==> src/rtl/muldiv_unit.sv <==
// rtl/muldiv_unit.sv - iterative radix-2 multiply/restoring divide unit with HI/LO registers
// Optional MULDIV_EARLY_OUT_EN: zero operands bypass the iteration phase.
module muldiv_unit #(
    parameter int WIDTH = 32
) (
    input  logic             clk,
    input  logic             rst,
    input  logic             start,
    input  logic [2:0]       op,
    input  logic [WIDTH-1:0] a,
    input  logic [WIDTH-1:0] b,
    input  logic             flush,
    output logic             busy,
    output logic             done,
    output logic [WIDTH-1:0] hi,
    output logic [WIDTH-1:0] lo
);

    localparam int CW = $clog2(WIDTH + 1);

    typedef enum logic [1:0] {
        S_IDLE,
        S_CALC,
        S_FIX
    } state_t;

    state_t           state;
    logic [CW-1:0]    count;
    logic [WIDTH-1:0] acc_hi;
    logic [WIDTH-1:0] acc_lo;
    logic [WIDTH-1:0] opnd;
    logic             sign_a;
    logic             sign_b;
    logic             is_div;
    logic             div_zero;

    logic             signed_op;
    logic             a_neg;
    logic             b_neg;
    logic [WIDTH-1:0] a_mag;
    logic [WIDTH-1:0] b_mag;
    logic             b_is_zero;
    logic             early;

    logic [WIDTH:0]     mul_sum;
    logic [WIDTH:0]     div_shift;
    logic [WIDTH:0]     div_diff;
    logic [2*WIDTH-1:0] prod;
    logic [2*WIDTH-1:0] prod_fix;
    logic [WIDTH-1:0]   quo_fix;
    logic [WIDTH-1:0]   rem_fix;

    // ops 0 (MULT) and 2 (DIV) are the signed variants
    assign signed_op = ~op[0];
    assign a_neg     = signed_op & a[WIDTH-1];
    assign b_neg     = signed_op & b[WIDTH-1];
    assign a_mag     = a_neg ? (~a + 1'b1) : a;
    assign b_mag     = b_neg ? (~b + 1'b1) : b;
    assign b_is_zero = (b == '0);

`ifdef MULDIV_EARLY_OUT_EN
    assign early = (a == '0) || b_is_zero;
`else
    assign early = 1'b0;
`endif

    assign mul_sum   = {1'b0, acc_hi} + (acc_lo[0] ? {1'b0, opnd} : {(WIDTH+1){1'b0}});
    assign div_shift = {acc_hi, acc_lo[WIDTH-1]};
    assign div_diff  = div_shift - {1'b0, opnd};

    assign prod     = {acc_hi, acc_lo};
    assign prod_fix = (sign_a ^ sign_b) ? (~prod + 1'b1) : prod;
    assign quo_fix  = (sign_a ^ sign_b) ? (~acc_lo + 1'b1) : acc_lo;
    assign rem_fix  = sign_a ? (~acc_hi + 1'b1) : acc_hi;

    always_ff @(posedge clk or negedge rst) begin
        if (!rst) begin
            state    <= S_IDLE;
            count    <= '0;
            acc_hi   <= '0;
            acc_lo   <= '0;
            opnd     <= '0;
            sign_a   <= 1'b0;
            sign_b   <= 1'b0;
            is_div   <= 1'b0;
            div_zero <= 1'b0;
            busy     <= 1'b0;
            done     <= 1'b0;
            hi       <= '0;
            lo       <= '0;
        end else begin
            done <= 1'b0;
            if (flush) begin
                state <= S_IDLE;
                busy  <= 1'b0;
            end else begin
                case (state)
                    S_IDLE: begin
                        if (start && !op[2]) begin
                            sign_a   <= a_neg;
                            sign_b   <= b_neg;
                            is_div   <= op[1];
                            div_zero <= op[1] & b_is_zero;
                            count    <= CW'(WIDTH);
                            busy     <= 1'b1;
                            state    <= early ? S_FIX : S_CALC;
                            if (op[1]) begin
                                opnd <= b_mag;
                                // a zero divisor parks |a| as remainder and all-ones as quotient
                                if (b_is_zero) begin
                                    acc_hi <= a_mag;
                                    acc_lo <= '1;
                                end else begin
                                    acc_hi <= '0;
                                    acc_lo <= early ? '0 : a_mag;
                                end
                            end else begin
                                opnd   <= a_mag;
                                acc_hi <= '0;
                                acc_lo <= early ? '0 : b_mag;
                            end
                        end else if (start && op == 3'd4) begin
                            hi <= a;
                        end else if (start && op == 3'd5) begin
                            lo <= a;
                        end
                    end
                    S_CALC: begin
                        if (!is_div) begin
                            {acc_hi, acc_lo} <= {mul_sum, acc_lo[WIDTH-1:1]};
                        end else if (!div_zero) begin
                            if (div_diff[WIDTH]) begin
                                acc_hi <= div_shift[WIDTH-1:0];
                                acc_lo <= {acc_lo[WIDTH-2:0], 1'b0};
                            end else begin
                                acc_hi <= div_diff[WIDTH-1:0];
                                acc_lo <= {acc_lo[WIDTH-2:0], 1'b1};
                            end
                        end
                        count <= count - 1'b1;
                        if (count == CW'(1)) begin
                            state <= S_FIX;
                        end
                    end
                    S_FIX: begin
                        if (is_div) begin
                            hi <= rem_fix;
                            lo <= div_zero ? '1 : quo_fix;
                        end else begin
                            {hi, lo} <= prod_fix;
                        end
                        count <= '0;
                        done  <= 1'b1;
                        busy  <= 1'b0;
                        state <= S_IDLE;
                    end
                    default: begin
                        state <= S_IDLE;
                        busy  <= 1'b0;
                    end
                endcase
            end
        end
    end

endmodule

==> config.mk <==
export PLATFORM = sky130hd
export DESIGN_NAME = muldiv_unit
export DESIGN_NICKNAME = d
export VERILOG_FILES = /design/src/rtl/muldiv_unit.sv
export SDC_FILE = /design/constraint.sdc
export NUM_CORES = 1
export LEC_CHECK = 0
export CORE_UTILIZATION = 40
export DETAILED_ROUTE_END_ITERATION = 10
export GPL_TIMING_DRIVEN = 0
export HOLD_SLACK_MARGIN = 0.02
export PLACE_DENSITY = 0.67
export RECOVER_POWER = 25
export SLEW_MARGIN = 10
export SYNTH_ARGS = -nofsm -noshare
export SYNTH_HDL_FRONTEND = slang
export SYNTH_SLANG_ARGS = --single-unit
==> constraint.sdc <==
create_clock -name clk -period 10.1 [get_ports clk]
set_clock_uncertainty 0.1 [all_clocks]
set_input_delay 2.02 -clock clk [delete_from_list [all_inputs] [get_ports clk]]
set_output_delay 2.02 -clock clk [all_outputs]
set_load 0.01 [all_outputs]
==> results.txt <==
In this run the worst path has a maximum fanout of 73. The wire length of the first global-routing pass is 101.4 mm. The count of instances resized after the clock tree is built is 0. The data arrival time of the critical path came out at 4.88 ns. The number of buffers and inverters on the critical path is 1. The worst path uses 53.03% of the clock period.

For this design the static power due to leakage is 7.540 nW. The global route total overflow came out at 0. The worst path required time is 9.62 ns.

The worst register-to-register path has a setup slack of 5.43 ns. The via count of the first global-routing pass came to 16120. The combinational share of power is 64.2%. The worst register-to-register path begins at state[1]$_DFFE_PN0P_. The power spent charging and discharging nets came out at 3.045 mW. The number of rows in the core area is 72. The startpoint identified for the worst hold timing path is lo[23]$_DFFE_PN0P_. The total negative slack is 0 ns. The initial detailed-routing violation count came out at 1872. The mapped netlist covers 15900 um2.

Net switching is 51.31% of the power. The layout net count is 2367. The number of placed instances, taps included, is 2719.

The number of endpoints with negative hold slack in the final report is 0. The warning count from the yosys run is 0. The flow ran to the end, but the final reports show violations.

The post-synthesis sequential element count is 174. The sequential share of power is 24.4%. On the critical path the largest part of the delay comes from buffers and inverters.

The final reports fail on max-capacitance violations, max-slew violations. The floorplan step set the die height to 201.4 um. Buffers inserted during clock tree synthesis total 17. During I/O placement, the number of pins put on the boundary was 137. The final count of negative-setup-slack endpoints is 0. The type of the tightest min-delay check is reg2reg. In this design, the stage delay of the slowest critical-path cell is 2.77 ns. The number of buffers inserted by post-CTS setup repair came out at 0. The number of design rule violations left after detail routing came out at 0.

The synthesized instance count came out at 2068. The critical path is of the in2async type. The hold buffer count at cts is 0. The total clock sinks is 174. The clock transition time at the flip-flop clock pins of the worst setup and hold paths came out at 0.07 ns. The H-tree depth came out at 4. Setup repair after global routing left no endpoint under its margin. The post-synth net total came out at 2215. The filler cell count is 3930.

The final instance count without filler cells came out at 2751. The number of cell instances on the worst register-to-register path is 10. VDD sags by at most 0.0001554 V.

Summing the sequential cell areas from Yosys gives 27.39% of the chip area. The initial standard-cell utilization of the core is 40.85%. The master of the slowest instance on the critical path is sky130_fd_sc_hd__clkbuf_1.

The part of the total power dissipated in the clock network is 11.4%. The insertion delay to the later sink of the worst-skew pair came out at 0.47 ns. After synthesis, the netlist uses 95 different library cells. The relative slew slack came out at -169.2%. A synthesized cell averages 7.688 um2. The clock tree root buffer cell is sky130_fd_sc_hd__clkbuf_16. The TritonCTS clock tree is yes.

The number of antenna violations at the first check in global routing came out at 1. The number of slew-limit violations in the final report came to 73. The per-cell routed wire length came out at 24.86 um.

The maximum buffer depth of the clock tree is 2. The worst setup path is launched from an input pin. In the final layout, the multi-input gates occupy 10750 um2. Based on the critical path, the design can be clocked at up to 0.1867 GHz.

The congestion estimate from routability-driven global placement came to 1.007. After detailed routing, the total wire length is 68.38 mm. The share of final-layout standard cells stronger than drive strength 1 came out at 6.001%.

The detail route stage leaves a number of antenna-violating nets equal to 0. The detailed-router iteration count before antenna repair came out at 6. After detailed routing, the number of vias per cell comes to 6.240. The area inside the core boundary came out at 38920 um2. The count of port buffers added during placement came out at 132. The width of the die is 201.4 um.

Counting flops with an async set or reset pin after synthesis yields a share of 100.0%. In this run, synthesis inferred 0 flip-flops with an integrated enable. The number of inserted diodes came out at 0. The shortest period the worst path allows came out at 5.356 ns. The worst reg2reg path endpoint is acc_hi[6]$_DFFE_PN0P_. The synthesis-to-finish area growth came out at 16.06%. For the pin with the worst max-slew slack, the measured transition is 4.038 ns. The internal cell power came out at 2.889 mW.

The number of vias in the routed layout came out at 17170. The global-route usage over all layers is 33.18%. The destination of the worst hold path is lo[23]$_DFFE_PN0P_. In the final layout, flip-flops and latches occupy 4354 um2. Among all flip-flop cells after synthesis, the most frequent one is sky130_fd_sc_hd__dfrtp_1. The reported max-cap violation count came out at 1. After legalization and detailed placement, the total HPWL measured 54.89 mm.

Traced cell by cell, the critical path runs through clkbuf_1. The number of instances on the worst hold path is 2. The full die area is 40550 um2. In this run the power density over the cells is 321.6 nW/um2. The maximum number of pins on one net before global-route repair came out at 103. STA classifies the critical path endpoint as an asynchronous set/reset pin.
[how the worst max path moves through the flow]
stage / startpoint / endpoint / slack [ns] / depth (start not counted)
finish: rst / count[5]$_DFFE_PN0P_ / 4.74 / 1
global route: rst / count[5]$_DFFE_PN0P_ / 3.99 / 1
CTS: a[5] / opnd[22]$_DFFE_PN0P_ / 4.96 / 9
detailed placement: a[5] / opnd[22]$_DFFE_PN0P_ / 4.49 / 9
global placement: rst / opnd[11]$_DFFE_PN0P_ / -0.41 / 1
floorplan: b[15] / acc_lo[26]$_DFFE_PN0P_ / 5.61 / 8
[tightest hold or removal path, stage by stage (launching register included)]
cell and delay (ns):
sky130_fd_sc_hd__dfrtp_1 0.34, sky130_fd_sc_hd__nand2_1 0.05, sky130_fd_sc_hd__o21ai_0 0.06
[cell families (layout without fill, tap and decap cells)]
| kind of cell | count (synthesis) | count (layout) | synth area share, % |
|---|---|---|---|
| DFF | 174 | 174 | 27.39 |
| adders and majority gates | 76 | 76 | 6.075 |
| buffers and inverters | 192 | 357 | 5.029 |
| AOI/OAI and AO/OA | 700 | 700 | 27.62 |
| and+or+nand+nor | 695 | 695 | 20.41 |
| muxes | 65 | 65 | 4.336 |
| xor gates and xnor gates | 166 | 166 | 9.145 |
[through the flow]
stage | cell area (um2) | hold slack [ns] | util (%) | worst slack (ns) | total power, mW
after floorplan | 15900 | 0.3498 | - | 5.606 | 3.830
after global placement | 17870 | 0.3617 | 45.91 | -0.4117 | 5.104
after detailed placement | 17900 | 0.3708 | 46.00 | 4.491 | 5.156
after CTS | 18460 | 0.3860 | 47.44 | 4.958 | 5.828
after global routing | 18450 | 0.4022 | 47.42 | 3.992 | 6.304
final | 18450 | 0.3796 | 47.42 | 4.744 | 5.934
[registers in the layout, indices dropped and copies added (netlist names), 2 cells and up]
name,cells
acc_hi,32
acc_lo,32
count,6
hi,32
lo,32
opnd,32
state,2
[cell type report]
cell class	instances	area share, %
Buffer	124	2.950
Clock buffer	18	2.326
Clock inverter	14	0.7255
Inverter	68	1.383
Multi-Input combinational cell	1702	58.23
Sequential cell	174	23.60
Tap cell	518	3.512
Timing Repair Buffer	133	7.276
[synth_stat cells (all sizes together), types with 8 or more instances]
library cell / instances / share of area, %
a211o: 12 / 0.67
o21bai: 8 / 0.38
clkbuf: 95 / 2.3
nand2: 225 / 5.3
nand2b: 12 / 0.47
dfrtp: 174 / 27
a311oi: 17 / 0.94
xnor2: 98 / 5.4
mux2i: 34 / 2.1
o21ai: 230 / 7.3
inv: 66 / 1.6
nand3: 30 / 0.94
xor2: 68 / 3.7
a21oi: 180 / 5.8
nor2: 234 / 5.5
nor2b: 19 / 0.75
mux2: 31 / 2.2
nand4: 12 / 0.47
or3: 23 / 0.92
and3: 15 / 0.59
or4: 13 / 0.68
a31oi: 32 / 1.3
o211ai: 18 / 0.85
o41ai: 11 / 0.70
ha: 74 / 5.8
buf: 29 / 1.2
a21o: 38 / 1.8
or2: 11 / 0.43
o31ai: 23 / 1.2
o22ai: 35 / 1.4
nor4: 14 / 0.78
and2: 13 / 0.51
nor3: 49 / 1.6
a211oi: 32 / 1.6
[power groups by stage]
stage,Clock (mW),Sequential (mW),Combinational (mW)
floorplan,0,1.31,2.52
CTS,0.673,1.42,3.73
detailed placement,0,1.44,3.72
global placement,0,1.43,3.68
finish,0.678,1.45,3.81
global route,0.699,1.48,4.13
[placed cells by master, fill, tap and decap left out, types with 9 or more instances in the layout]
cell type                         instances
sky130_fd_sc_hd__nor2_1                 233
sky130_fd_sc_hd__nand2_1                223
sky130_fd_sc_hd__o21ai_0                213
sky130_fd_sc_hd__a21oi_1                178
sky130_fd_sc_hd__dfrtp_1                174
sky130_fd_sc_hd__clkdlybuf4s50_1        131
sky130_fd_sc_hd__xnor2_1                 98
sky130_fd_sc_hd__clkbuf_1                96
sky130_fd_sc_hd__ha_1                    74
sky130_fd_sc_hd__xor2_1                  68
sky130_fd_sc_hd__inv_1                   66
sky130_fd_sc_hd__nor3_1                  47
sky130_fd_sc_hd__a21o_1                  38
sky130_fd_sc_hd__o22ai_1                 35
sky130_fd_sc_hd__mux2i_1                 34
sky130_fd_sc_hd__a31oi_1                 32
sky130_fd_sc_hd__a211oi_1                31
sky130_fd_sc_hd__mux2_2                  31
sky130_fd_sc_hd__nand3_1                 30
sky130_fd_sc_hd__or3_1                   21
sky130_fd_sc_hd__o31ai_1                 20
sky130_fd_sc_hd__nor2b_1                 19
sky130_fd_sc_hd__o211ai_1                18
sky130_fd_sc_hd__a311oi_1                17
sky130_fd_sc_hd__clkbuf_16               17
sky130_fd_sc_hd__o21ai_1                 16
sky130_fd_sc_hd__buf_2                   15
sky130_fd_sc_hd__and3_1                  15
sky130_fd_sc_hd__and2_1                  13
sky130_fd_sc_hd__nand4_1                 12
sky130_fd_sc_hd__nand2b_1                12
sky130_fd_sc_hd__a211o_1                 11
sky130_fd_sc_hd__nor4_1                  11
sky130_fd_sc_hd__or2_2                   11
sky130_fd_sc_hd__or4_1                   10
sky130_fd_sc_hd__o41ai_1                  9
[per-layer routing]
metal / up-vias / part of all wire (%) / routed length (um) / global-route usage, %
met5: - / 0 / 0 / 0
met2: 966 / 44 / 30040 / 51.22
met1: 8251 / 43 / 29140 / 45.27
li1: 7783 / - / - / -
met3: 166 / 9.0 / 6125 / 5.556
met4: 0 / 4.5 / 3078 / 15.07
No activity file was read; power rests on OpenSTA's default activity.
